==> config.mk <==
export PLATFORM = sky130hd
export DESIGN_NAME = bp_cfg_runtime_regs_flat
export DESIGN_NICKNAME = d
export VERILOG_FILES = /design/src/rtl/bp_cfg_runtime_pkg.sv /design/src/rtl/bp_cfg_runtime_regs_if.sv /design/src/rtl/bp_cfg_release_seq.sv /design/src/rtl/bp_cfg_runtime_regs.sv /design/src/flat_wrapper.sv
export SDC_FILE = /design/constraint.sdc
export NUM_CORES = 1
export LEC_CHECK = 0
export BUFFER_PORTS_ARGS = -buffer_cell sky130_fd_sc_hd__buf_2
export CELL_PAD_IN_SITES_DETAIL_PLACEMENT = 1
export CELL_PAD_IN_SITES_GLOBAL_PLACEMENT = 1
export CORE_MARGIN = 1.5
export CORE_UTILIZATION = 33
export DETAILED_ROUTE_END_ITERATION = 8
export GPL_TIMING_DRIVEN = 0
export PLACE_DENSITY_LB_ADDON = 0.12
export SLEW_MARGIN = 10
export SYNTH_ARGS = -nofsm -noshare
export SYNTH_HDL_FRONTEND = slang
export SYNTH_SLANG_ARGS = --single-unit
==> constraint.sdc <==
create_clock -name clk_i -period 2.17 [get_ports clk_i]
set_clock_uncertainty 0.1 [all_clocks]
set_input_delay 0.1085 -clock clk_i [delete_from_list [all_inputs] [get_ports clk_i]]
set_output_delay 0.1085 -clock clk_i [all_outputs]
set_load 0.01 [all_outputs]
==> src/rtl/bp_cfg_runtime_pkg.sv <==
// Shared types and field widths for the runtime per-core configuration register file.
package bp_cfg_runtime_pkg;

  localparam int unsigned ADDR_W     = 8;
  localparam int unsigned CORE_IDX_W = 4;
  localparam int unsigned REG_SEL_W  = 4;
  localparam int unsigned MODE_W     = 2;

  typedef enum logic [REG_SEL_W-1:0] {
    REG_FREEZE  = 4'd0,
    REG_CORE_ID = 4'd1,
    REG_ICACHE  = 4'd2,
    REG_DCACHE  = 4'd3,
    REG_CCE     = 4'd4,
    REG_STATUS  = 4'd14,
    REG_COMMIT  = 4'd15
  } reg_sel_e;

  typedef enum logic [1:0] {
    ST_IDLE    = 2'd0,
    ST_COMMIT  = 2'd1,
    ST_RELEASE = 2'd2
  } state_e;

  typedef struct packed {
    logic [CORE_IDX_W-1:0] core_idx;
    logic [REG_SEL_W-1:0]  reg_sel;
  } cfg_addr_t;

endpackage

==> src/rtl/bp_cfg_runtime_regs_if.sv <==
// Command/response link between the host config endpoint and the register file.
interface bp_cfg_runtime_regs_if
  import bp_cfg_runtime_pkg::*;
#(
  parameter int unsigned cfg_data_width_p = 32
);

  logic                        cmd_v_i;
  logic                        cmd_w_i;
  logic [ADDR_W-1:0]           cmd_addr_i;
  logic [cfg_data_width_p-1:0] cmd_data_i;
  logic                        cmd_ready_o;
  logic                        resp_v_o;
  logic [cfg_data_width_p-1:0] resp_data_o;
  logic                        resp_yumi_i;

  modport master (
    output cmd_v_i, cmd_w_i, cmd_addr_i, cmd_data_i, resp_yumi_i,
    input  cmd_ready_o, resp_v_o, resp_data_o
  );

  modport slave (
    input  cmd_v_i, cmd_w_i, cmd_addr_i, cmd_data_i, resp_yumi_i,
    output cmd_ready_o, resp_v_o, resp_data_o
  );

endinterface

==> src/rtl/bp_cfg_release_seq.sv <==
// Staggered unfreeze sequencer: lowest-index pending core first, fixed gap between releases.
module bp_cfg_release_seq #(
  parameter int unsigned num_core_p    = 1,
  parameter int unsigned release_gap_p = 4
) (
  input  logic                  clk,
  input  logic                  rst_n,
  input  logic                  load,
  input  logic [num_core_p-1:0] mask,
  output logic [num_core_p-1:0] release_c,
  output logic                  done_c
);

  localparam int unsigned N     = num_core_p;
  localparam int unsigned CNT_W = $clog2(release_gap_p + 1);

  logic [N-1:0]     pending;
  logic [N-1:0]     cand;
  logic [CNT_W-1:0] gap_cnt;

  // A load releases its first core immediately; afterwards wait for the gap to expire.
  always_comb begin
    cand      = '0;
    if (load) begin
      cand = mask;
    end else if (gap_cnt == '0) begin
      cand = pending;
    end
    release_c = cand & (~cand + N'(1));
    done_c    = ~|pending;
  end

  // Pending vector and gap counter; counter reloads on every release and stops at zero.
  always_ff @(posedge clk or negedge rst_n) begin
    if (!rst_n) begin
      pending <= '0;
      gap_cnt <= '0;
    end else begin
      pending <= (load ? mask : pending) & ~release_c;
      if (|release_c) begin
        gap_cnt <= CNT_W'(release_gap_p - 1);
      end else if (gap_cnt != '0) begin
        gap_cnt <= gap_cnt - CNT_W'(1);
      end
    end
  end

endmodule

==> src/rtl/bp_cfg_runtime_regs.sv <==
// Per-core shadow/active configuration registers with commit and staggered unfreeze.
module bp_cfg_runtime_regs
  import bp_cfg_runtime_pkg::*;
#(
  parameter int unsigned num_core_p       = 1,
  parameter int unsigned core_id_width_p  = 4,
  parameter int unsigned cfg_data_width_p = 32,
  parameter int unsigned release_gap_p    = 4
) (
  input  logic                                  clk_i,
  input  logic                                  reset_n_i,
  bp_cfg_runtime_regs_if.slave                  cfg,
  output logic [num_core_p-1:0]                 freeze_o,
  output logic [num_core_p*core_id_width_p-1:0] core_id_o,
  output logic [num_core_p*MODE_W-1:0]          icache_mode_o,
  output logic [num_core_p*MODE_W-1:0]          dcache_mode_o,
  output logic [num_core_p-1:0]                 cce_mode_o,
  output logic                                  busy_o
);

  localparam int unsigned N     = num_core_p;
  localparam int unsigned IW    = core_id_width_p;
  localparam int unsigned DW    = cfg_data_width_p;
  localparam int unsigned IDX_W = (N > 1) ? $clog2(N) : 1;

  state_e            state;
  logic              busy;
  logic              resp_v;
  logic [DW-1:0]     resp_data;
  logic [N-1:0]      sh_freeze, act_freeze, sh_cce, act_cce;
  logic [IW-1:0]     sh_id  [N];
  logic [IW-1:0]     act_id [N];
  logic [MODE_W-1:0] sh_ic  [N];
  logic [MODE_W-1:0] act_ic [N];
  logic [MODE_W-1:0] sh_dc  [N];
  logic [MODE_W-1:0] act_dc [N];

  cfg_addr_t         addr;
  logic [IDX_W-1:0]  idx;
  logic              idx_ok, accept, commit_go, load, done_c;
  logic [N-1:0]      rel_mask_c, release_c;
  logic [DW-1:0]     rd_data_c;

  assign addr            = cfg.cmd_addr_i;
  assign idx             = IDX_W'(addr.core_idx);
  assign idx_ok          = 32'(addr.core_idx) < N;
  assign cfg.cmd_ready_o = (state == ST_IDLE) & ~resp_v;
  assign accept          = cfg.cmd_v_i & cfg.cmd_ready_o;
  assign commit_go       = accept & cfg.cmd_w_i & (addr.reg_sel == REG_COMMIT) & cfg.cmd_data_i[0];
  assign load            = (state == ST_COMMIT);
  assign rel_mask_c      = ~sh_freeze & act_freeze;

  bp_cfg_release_seq #(
    .num_core_p   (N),
    .release_gap_p(release_gap_p)
  ) u_seq (
    .clk      (clk_i),
    .rst_n    (reset_n_i),
    .load     (load),
    .mask     (rel_mask_c),
    .release_c(release_c),
    .done_c   (done_c)
  );

  // Read mux over shadow values; unmapped selects and absent cores read as zero.
  always_comb begin
    rd_data_c = '0;
    case (reg_sel_e'(addr.reg_sel))
      REG_FREEZE:  if (idx_ok) rd_data_c = DW'(sh_freeze[idx]);
      REG_CORE_ID: if (idx_ok) rd_data_c = DW'(sh_id[idx]);
      REG_ICACHE:  if (idx_ok) rd_data_c = DW'(sh_ic[idx]);
      REG_DCACHE:  if (idx_ok) rd_data_c = DW'(sh_dc[idx]);
      REG_CCE:     if (idx_ok) rd_data_c = DW'(sh_cce[idx]);
      REG_STATUS:  rd_data_c = DW'(busy);
      default:     rd_data_c = '0;
    endcase
  end

  // Command handling, response holding and the IDLE/COMMIT/RELEASE control.
  always_ff @(posedge clk_i or negedge reset_n_i) begin
    if (!reset_n_i) begin
      state      <= ST_IDLE;
      busy       <= 1'b0;
      resp_v     <= 1'b0;
      resp_data  <= '0;
      sh_freeze  <= '1;
      act_freeze <= '1;
      sh_cce     <= '0;
      act_cce    <= '0;
      for (int i = 0; i < N; i++) begin
        sh_id[i]  <= IW'(i);
        act_id[i] <= IW'(i);
        sh_ic[i]  <= '0;
        act_ic[i] <= '0;
        sh_dc[i]  <= '0;
        act_dc[i] <= '0;
      end
    end else begin
      if (resp_v && cfg.resp_yumi_i) begin
        resp_v <= 1'b0;
      end
      if (accept && !cfg.cmd_w_i) begin
        resp_v    <= 1'b1;
        resp_data <= rd_data_c;
      end
      if (accept && cfg.cmd_w_i && idx_ok) begin
        case (reg_sel_e'(addr.reg_sel))
          REG_FREEZE:  sh_freeze[idx] <= cfg.cmd_data_i[0];
          REG_CORE_ID: sh_id[idx]     <= cfg.cmd_data_i[IW-1:0];
          REG_ICACHE:  sh_ic[idx]     <= cfg.cmd_data_i[MODE_W-1:0];
          REG_DCACHE:  sh_dc[idx]     <= cfg.cmd_data_i[MODE_W-1:0];
          REG_CCE:     sh_cce[idx]    <= cfg.cmd_data_i[0];
          default:     ;
        endcase
      end
      case (state)
        ST_IDLE: begin
          if (commit_go) begin
            state <= ST_COMMIT;
            busy  <= 1'b1;
          end
        end
        ST_COMMIT: begin
          for (int i = 0; i < N; i++) begin
            act_id[i] <= sh_id[i];
            act_ic[i] <= sh_ic[i];
            act_dc[i] <= sh_dc[i];
          end
          act_cce    <= sh_cce;
          // Newly frozen cores freeze now; the first pending core is released in the same edge.
          act_freeze <= (sh_freeze | act_freeze) & ~release_c;
          if (|rel_mask_c) begin
            state <= ST_RELEASE;
          end else begin
            state <= ST_IDLE;
            busy  <= 1'b0;
          end
        end
        ST_RELEASE: begin
          act_freeze <= act_freeze & ~release_c;
          if (done_c) begin
            state <= ST_IDLE;
            busy  <= 1'b0;
          end
        end
        default: begin
          state <= ST_IDLE;
          busy  <= 1'b0;
        end
      endcase
    end
  end

  assign cfg.resp_v_o    = resp_v;
  assign cfg.resp_data_o = resp_data;
  assign busy_o          = busy;
  assign freeze_o        = act_freeze;
  assign cce_mode_o      = act_cce;

  for (genvar i = 0; i < N; i++) begin : g_out
    assign core_id_o[i*IW +: IW]             = act_id[i];
    assign icache_mode_o[i*MODE_W +: MODE_W] = act_ic[i];
    assign dcache_mode_o[i*MODE_W +: MODE_W] = act_dc[i];
  end

endmodule
==> src/flat_wrapper.sv <==
// flat-port wrapper written by rule: the top's interface ports become plain ports
module bp_cfg_runtime_regs_flat import bp_cfg_runtime_pkg::*;
#(
  parameter int unsigned num_core_p       = 1,
  parameter int unsigned core_id_width_p  = 4,
  parameter int unsigned cfg_data_width_p = 32,
  parameter int unsigned release_gap_p    = 4
)
  (clk_i, reset_n_i, freeze_o, core_id_o, icache_mode_o, dcache_mode_o, cce_mode_o, busy_o, cfg_cmd_v_i, cfg_cmd_w_i, cfg_cmd_addr_i, cfg_cmd_data_i, cfg_resp_yumi_i, cfg_cmd_ready_o, cfg_resp_v_o, cfg_resp_data_o);
  bp_cfg_runtime_regs_if #(.cfg_data_width_p(cfg_data_width_p)) cfg_i ();
  input  logic clk_i;
  input  logic reset_n_i;
  output logic [num_core_p-1:0] freeze_o;
  output logic [num_core_p*core_id_width_p-1:0] core_id_o;
  output logic [num_core_p*MODE_W-1:0] icache_mode_o;
  output logic [num_core_p*MODE_W-1:0] dcache_mode_o;
  output logic [num_core_p-1:0] cce_mode_o;
  output logic busy_o;
  input wire logic [$bits(cfg_i.cmd_v_i)-1:0] cfg_cmd_v_i;
  input wire logic [$bits(cfg_i.cmd_w_i)-1:0] cfg_cmd_w_i;
  input wire logic [$bits(cfg_i.cmd_addr_i)-1:0] cfg_cmd_addr_i;
  input wire logic [$bits(cfg_i.cmd_data_i)-1:0] cfg_cmd_data_i;
  input wire logic [$bits(cfg_i.resp_yumi_i)-1:0] cfg_resp_yumi_i;
  output wire logic [$bits(cfg_i.cmd_ready_o)-1:0] cfg_cmd_ready_o;
  output wire logic [$bits(cfg_i.resp_v_o)-1:0] cfg_resp_v_o;
  output wire logic [$bits(cfg_i.resp_data_o)-1:0] cfg_resp_data_o;
  assign cfg_i.cmd_v_i = cfg_cmd_v_i;
  assign cfg_i.cmd_w_i = cfg_cmd_w_i;
  assign cfg_i.cmd_addr_i = cfg_cmd_addr_i;
  assign cfg_i.cmd_data_i = cfg_cmd_data_i;
  assign cfg_i.resp_yumi_i = cfg_resp_yumi_i;
  assign cfg_cmd_ready_o = cfg_i.cmd_ready_o;
  assign cfg_resp_v_o = cfg_i.resp_v_o;
  assign cfg_resp_data_o = cfg_i.resp_data_o;
  bp_cfg_runtime_regs #(.num_core_p(num_core_p), .core_id_width_p(core_id_width_p), .cfg_data_width_p(cfg_data_width_p), .release_gap_p(release_gap_p)) u_core (.clk_i(clk_i), .reset_n_i(reset_n_i), .cfg(cfg_i), .freeze_o(freeze_o), .core_id_o(core_id_o), .icache_mode_o(icache_mode_o), .dcache_mode_o(dcache_mode_o), .cce_mode_o(cce_mode_o), .busy_o(busy_o));
endmodule
==> metrics.yaml, run 1 <==
status: "completed"
cp.arrival_ps: 2150
setup_ws_ps: 86.3
cts_buffers: 5
grt_usage_pct: 15.5
drt_iter0_markers: 56
ys_types: 36
synth_area_um2: 1770
gp_routability_congestion: 0.780
antenna_cells: 0
worst_pin_slew_ps: 737
grt_start_max_net_pins: 33
coreArea_um2: 5140
cts_tree: "done"
timing.fmax_mhz: 480
slew_viol_final: 0
area_delta_synth_final_pct: 30.0
yosys.area.top_type: "dfrtp_1"
r2r_start: "u_core.state[0]"
cp_top_family: "simple AND/OR/NAND/NOR gates"
maxCapViolCount: 0
min_period_ps: 2080
synth-main-ff-cell: "dfrtp_1"
synth_async_sr_flop_share_pct: 100
yosys_warnings: 0
crit_path_cell_trace: "inv_1 -> ha_4 -> nand4b_1 -> or3_4 -> a22o_1 -> mux2_2"
cpPeakStageDelay_ps: 450
period_share_pct: 96.0
antenna_found_initial: 0
path_clk_slew_ps: 70
drive_above_1_share_pct: 41.5
yosysMostFrequentCell: "dfrtp_1"
yosys-top-cells-count: "dfrtp_1 (30), buf_4 (29), mux2_2 (21)"
start_util_pct: 34.5
crit_type: "reg2reg"
syn_inst: 163
dr.pass1.iters: 4
rsz0062_at_grt: "yes"
fin_util_pct: 44.8
clock_latency_ps: 280
drc: 0
synth_edf_count: 0
worst_slew_margin_rel_pct: 50.8
root_buffer: "clkbuf_8"
nFillCells: 618
endpoint: "u_core.state[1]"
synth-seq-cells: 32
grt_pass1_vias: 1436
ant_nets: 0
grt_overflow: 0
synth_seq_area_share_pct: 45.3
crit_buf_inv: 1
p_per_area_nw_per_um2: 821
critical_path_cell_count: 6
crit_slowest_cell: "or3_4"
startpoint: "u_core.state[0]"
die_w_um: 76.3
cts_sinks: 32
setup_viol: 0
place_ws_ps: 43.4
grt_first_pass_wirelength_mm: 7.12
regArea_um2: 803
ys_top_cells_by_area: "dfrtp_1 (42%), mux2_2 (13%), buf_4 (12%), ha_1 (4.2%), dfstp_2 (3.0%)"
die-height_um: 76.3
timing.reg2reg.setup_slack_ps: 90
post-place-cells: 292
die_area_um2: 5820
routed_wl_mm: 4.20
multiInputGateArea_um2: 825
num_vias: 1350
io_buffers: 32
htree_num_levels: 2
ir_worst_vdd_uv: 325
cp-start-kind: "flop"
syn_avg_cell_area_um2: 10.9
layoutNonFillerInstCount: 306
worstPathMaxFanout: 4
nets: 286
vias_per_cell: 4.41
hold_violations: 0
ios: 90
synth_top_area_share_pct: 42.4
cts_buffer_depth: 2
reg2reg_depth: 6
hold_class: "in2reg"
leakage_nw: 1.26
hpwl_mm: 3.25
end_kind: "flop"
wl_per_cell_um: 13.7
r2r_end: "u_core.state[1]"
crit_required_ps: 2230
num_rows: 26
==> cell usage in the layout (no fill, tap or decap), types with 4 or more instances in the layout <==
cell type / Yosys / final
nor2_1: 6 / 6
nor2b_1: 4 / 4
dlygate4sd3_1: 0 / 5
clkbuf_1: 3 / 4
ha_1: 6 / 5
mux2_2: 21 / 21
dfrtp_1: 30 / 30
conb_1: 1 / 28
inv_1: 9 / 9
buf_4: 29 / 30
clkbuf_8: 0 / 5
buf_2: 0 / 32
a21oi_1: 5 / 5
nand2_1: 10 / 10
==> timing repair <==
action,CTS,global route
endpoints found under the setup margin,0,6
hold buffers,5,0
endpoints found under the hold margin,36,0
setup buffers,0,1
gates resized for setup,0,3
==> worst min-delay path by stage <==
stage	startpoint	slack, ps	end	depth (start not counted)
global placement	reset_n_i	90	u_core.icache_mode_o[1]	1
global route	cfg_cmd_addr_i[4]	70	u_core.cfg.resp_data_o[1]	3
floorplan	reset_n_i	-290	u_core.busy_o	0
detailed placement	reset_n_i	120	u_core.dcache_mode_o[1]	1
finish	cfg_cmd_data_i[0]	50	u_core.sh_dc[0]	2
CTS	cfg_cmd_data_i[0]	50	u_core.sh_dc[0]	2
==> stage by stage <==
stage	hold WS, ps	cell area, um2	TNS, ps	power (mW)
2_1_floorplan	-287	1870	0	1.13
6_report	48.1	2300	0	1.89
5_1_grt	66.0	2300	-83.6	2.03
3_5_place_dp	119	2120	0	1.31
4_1_cts	51.0	2280	0	1.88
3_3_place_gp	93.5	2120	0	1.26
==> logic make-up (layout without fill, tap and decap cells) <==
group | after synthesis | count (layout) | synth area share, %
muxes | 23 | 23 | 15.0
xor gates and xnor gates | 1 | 1 | 0.494
buffers and inverters | 41 | 87 | 14.8
and+or+nand+nor | 38 | 38 | 11.7
DFF | 32 | 32 | 45.3
adders and majority gates | 6 | 6 | 4.24
other | 1 | 28 | 0.212
AOI/OAI and AO/OA | 21 | 21 | 8.12
==> report_power, final <==
| group | internal [mW] | leakage, nW | switching (mW) |
|---|---|---|---|
| Combinational | 0.278 | 0.776 | 0.325 |
| Clock | 0.341 | 0.0552 | 0.223 |
| Sequential | 0.678 | 0.430 | 0.0478 |
==> layout make-up <==
type	instances	area share, %
Buffer	32	9.94
Clock buffer	6	3.15
Clock inverter	2	1.52
Inverter	9	1.47
Multi-Input combinational cell	117	35.8
Sequential cell	32	34.9
Tap cell	70	3.80
Timing Repair Buffer	38	9.45
==> per-layer routing <==
layer  GRT usage [%]  vias up  routed length (um)
met5               0        -                   0
met4            5.74        0                  77
met3            4.43        7                 180
met2            28.0       34                2270
met1            17.2      658                1680
li1                -      651                   -
==> registers in the layout (all words and copies together), names as in the netlist <==
register	cells
u_core.cfg.resp_v_o	1
u_core.icache_mode_o	2
u_core.dcache_mode_o	2
u_core.sh_cce	1
u_core.cfg.resp_data_o	4
u_core.sh_freeze	1
u_core.freeze_o	1
u_core.u_seq.gap_cnt	3
u_core.u_seq.pending	1
u_core.cce_mode_o	1
u_core.sh_dc	2
u_core.state	2
u_core.busy_o	1
u_core.core_id_o	4
u_core.sh_id	4
u_core.sh_ic	2
Power figures use the tool's default switching activity.
==> run 2, diff against run 1 <==
- CORE_UTILIZATION: 33 -> 36
- clock period: 2.17 -> 2.5 ns (I/O delays scaled with it)
==> metrics.yaml, run 2 (same netlist as run 1, synthesis figures left out) <==
status: "completed"
grt_first_pass_wirelength_mm: 6.88
drt_iter0_markers: 37
cp.arrival_ps: 2220
dr.pass1.iters: 4
cpPeakStageDelay_ps: 400
grt_overflow: 0
maxCapViolCount: 0
crit_slowest_cell: "dfrtp_1"
slew_viol_final: 0
final_cell_mix: "buf_2 (32), dfrtp_1 (30), buf_4 (29), conb_1 (28), mux2_2 (21)"
worst_slew_margin_rel_pct: 52.5
num_rows: 25
drive_above_1_share_pct: 40.6
cp-start-kind: "flop"
coreArea_um2: 4720
die_area_um2: 5350
drc: 0
root_buffer: "clkbuf_8"
grt_pass1_vias: 1433
place_ws_ps: 375
crit_type: "reg2reg"
gp_routability_congestion: 0.782
crit_path_cell_trace: "inv_1 -> ha_1 -> nand4b_1 -> nor3_1 -> and2_1 -> mux2_2"
cts_buffers: 5
post_cts_resized: 0
die-height_um: 73.2
hold_violations: 0
worstPathMaxFanout: 4
cts_tree: "done"
clock_latency_ps: 280
routed_wl_mm: 4.14
area_delta_synth_final_pct: 27.8
crit_required_ps: 2560
cts_sinks: 32
wl_per_cell_um: 13.7
worst_pin_slew_ps: 713
num_vias: 1333
ant_nets: 0
tns_ps: 0
placed_area_um2: 2120
hold_class: "in2reg"
timing.fmax_mhz: 464
grt_start_max_net_pins: 33
ios: 90
nFillCells: 563
antenna_found_initial: 0
hpwl_mm: 3.28
period_share_pct: 86.2
htree_num_levels: 2
leakage_nw: 1.25
min_period_ps: 2160
grt_usage_pct: 17.1
final_area_um2: 2260
die_w_um: 73.2
nets: 284
postCtsSetupRepairBufs: 0
ir_worst_vdd_uv: 483
rsz0062_at_grt: "no"
vias_per_cell: 4.43
end_kind: "flop"
p_per_area_nw_per_um2: 712
setup_viol: 0
start_util_pct: 37.5
antenna_cells: 0
cts_buffer_depth: 2
io_buffers: 32
setup_ws_ps: 344
path_clk_slew_ps: 70
final_common_cell: "buf_2"
run 2: cell types whose count changed in the layout (fill, tap and decap cells not counted), sizes merged:
cell	previous run	this run
dlygate4sd3	5	4
buf	62	61
run 2: what timing repair did:
| action | in CTS | in global routing |
|---|---|---|
| hold buffers | 4 | 0 |
| endpoints found under the hold margin | 33 | 0 |
| endpoints found under the setup margin | 0 | 0 |
run 2: final cells by class:
type / instances / area [um2] / share of cell area, %
tap: 67 / 83.8 / 3.70
inverter: 9 / 33.8 / 1.49
buffer: 32 / 229 / 10.1
clock buffer: 6 / 72.6 / 3.20
multi-input combinational: 117 / 807 / 35.6
sequential: 32 / 803 / 35.5
clock inverter: 2 / 35.0 / 1.55
timing repair buffer: 36 / 200 / 8.84
run 2: final timing paths:
check | startpoint | to | slack, ps | cells after the start
worst max-delay path | u_core.state[0] | u_core.sh_ic[1] | 340 | 6
worst min-delay path | cfg_cmd_data_i[1] | u_core.sh_dc[1] | 20 | 2
worst max register to register | u_core.state[0] | u_core.sh_ic[1] | 340 | 6
worst min register to register | u_core.cfg.resp_data_o[0] | u_core.cfg.resp_data_o[0] | 380 | 2
max in group asynchronous | reset_n_i | u_core.core_id_o[2] | 1520 | 2
min in group asynchronous | reset_n_i | u_core.dcache_mode_o[1] | 330 | 2
run 2: through the flow:
step | hold WS [ps] | power [mW] | utilization (%) | std cells
6_report | 18.1 | 1.61 | 47.9 | 301
5_1_grt | 9.31 | 1.74 | 47.9 | 301
4_1_cts | 12.5 | 1.63 | 47.9 | 301
3_5_place_dp | 124 | 1.14 | 44.8 | 289
3_3_place_gp | 107 | 1.09 | 44.8 | 289
2_1_floorplan | -271 | 0.982 | - | 190
run 2: critical path: cells and delay by family (launching register included):
family | cells | cell delay, ps
flip-flops | 1 | 400
buffers and inverters | 1 | 130
adder cells (fa/ha/maj) | 1 | 230
multiplexers | 1 | 340
AND/OR/NAND/NOR | 3 | 850
run 2: metal layers:
layer	part of all wire, %	GRT usage [%]	vias up
li1	-	-	647
met1	39	18.3	654
met2	56	32.2	30
met3	4.3	5.52	2
met4	0.41	3.77	0
met5	0	0	-
run 2: power breakdown:
part           internal (mW)  switching [mW]  total [mW]  leakage [nW]
clock                  0.296           0.186       0.481        0.0552
sequential             0.589          0.0435       0.632         0.430
combinational          0.219           0.281       0.500         0.764
==> run 3, diff against run 2 <==
- PLACE_DENSITY_LB_ADDON: 0.12 -> 0.1
==> metrics.yaml, run 3 (same netlist as run 1, synthesis figures left out) <==
status: "completed"
cts_tree: "done"
htree_num_levels: 2
internal_power_mw: 1.03
end_kind: "flop"
drc: 0
drive_above_1_share_pct: 41.0
p_sw_share_pct: 32.8
whs_ps: 18.2
power_frac_seq_pct: 41.0
p_per_area_nw_per_um2: 679
regArea_um2: 803
hold_violations: 0
crit_type: "reg2reg"
crit_required_ps: 2570
antenna_cells: 0
p_switching_mw: 0.501
crit_buf_inv: 1
post-place-cells: 289
final_cell_mix: "buf_2 (32), dfrtp_1 (30), buf_4 (29), conb_1 (28), mux2_2 (21)"
totalPowerFinal_mw: 1.53
hpwl_mm: 3.06
ios: 90
crit_path_cell_trace: "inv_1 -> ha_1 -> nand4b_1 -> or3_1 -> a22o_1 -> mux2_2"
num_vias: 1334
clock_power_share_pct: 26.8
postCtsSetupRepairBufs: 0
place_ws_ps: 334
drt_iter0_markers: 35
ir_worst_vdd_uv: 251
timing.fmax_mhz: 462
maxCapViolCount: 0
antenna_found_initial: 0
wl_per_cell_um: 13.1
min_period_ps: 2160
nFillCells: 568
die_w_um: 73.2
cts_sinks: 32
worst_pin_slew_ps: 726
setup_viol: 0
root_buffer: "clkbuf_8"
path_clk_slew_ps: 70
dr.pass1.iters: 4
multiInputGateArea_um2: 807
cp-start-kind: "flop"
period_share_pct: 86.6
num_rows: 25
die_area_um2: 5350
leakage_nw: 1.24
grt_overflow: 0
cp.arrival_ps: 2230
layoutNonFillerInstCount: 301
gp_routability_congestion: 0.793
rsz0062_at_grt: "no"
final_common_cell: "buf_2"
worst_slew_margin_rel_pct: 51.6
crit_slowest_cell: "or3_1"
ant_nets: 0
cts_buffer_depth: 2
coreArea_um2: 4720
grt_start_max_net_pins: 33
pwr-share-comb_pct: 32.2
post_cts_resized: 0
tns_ps: 0
routed_wl_mm: 3.93
slew_viol_final: 0
hold_class: "in2reg"
grt_first_pass_wirelength_mm: 6.39
die-height_um: 73.2
io_buffers: 32
setup_ws_ps: 335
area_delta_synth_final_pct: 27.0
clock_latency_ps: 280
worstPathMaxFanout: 4
start_util_pct: 37.5
grt_usage_pct: 15.9
cp_top_family: "simple AND/OR/NAND/NOR gates"
nets: 284
cts_buffers: 5
vias_per_cell: 4.43
cpPeakStageDelay_ps: 460
grt_pass1_vias: 1345
-- run 3: cell count changes in the layout (fill, tap and decap cells not counted) --
cell / delta
clkbuf_1: -1
clkinv_2: +1
clkbuf_8: +1
bufinv_16: -1
-- run 3: repair_timing --
item,CTS,global route
hold buffers,4,0
endpoints found under the hold margin,33,0
setup endpoints to repair,0,0
-- run 3: worst paths after layout --
check	slack, ps	startpoint	end	cells past startpoint
setup / recovery	340	u_core.state[0]	u_core.state[1]	6
hold / removal	20	cfg_cmd_data_i[1]	u_core.sh_dc[1]	2
setup reg to reg	340	u_core.state[0]	u_core.state[1]	6
hold reg to reg	380	u_core.cfg.resp_data_o[0]	u_core.cfg.resp_data_o[0]	2
max in group asynchronous	1500	reset_n_i	u_core.cfg.resp_data_o[1]	2
min in group asynchronous	340	reset_n_i	u_core.core_id_o[0]	2
-- run 3: power groups by stage --
stage	combinational, mW	clock (mW)	sequential (mW)
3_5_place_dp	0.495	0	0.638
5_1_grt	0.557	0.445	0.638
4_1_cts	0.503	0.420	0.628
6_report	0.492	0.410	0.627
2_1_floorplan	0.343	0	0.639
3_3_place_gp	0.456	0	0.633
-- run 3: per-stage QoR --
| stage | cell area, um2 | util, % |
|---|---|---|
| 5_1_grt | 2250 | 47.6 |
| 3_3_place_gp | 2120 | 44.8 |
| 6_report | 2250 | 47.6 |
| 4_1_cts | 2250 | 47.6 |
| 3_5_place_dp | 2120 | 44.8 |
| 2_1_floorplan | 1870 | - |
-- run 3: area by class of cell --
cell class | count | share of cell area [%]
Multi-Input combinational cell | 117 | 35.9
Sequential cell | 32 | 35.7
Buffer | 32 | 10.2
Timing Repair Buffer | 36 | 8.90
Tap cell | 67 | 3.73
Clock buffer | 6 | 3.67
Inverter | 9 | 1.50
Clock inverter | 2 | 0.445
-- run 3: routing by layer --
metal	routed length, um	part of all wire [%]	vias up	track usage [%]
li1	-	-	646	-
met1	1640	42	655	18.7
met2	2080	53	27	27.2
met3	144	3.7	6	3.87
met4	72	1.8	0	7.13
met5	0	0	-	0
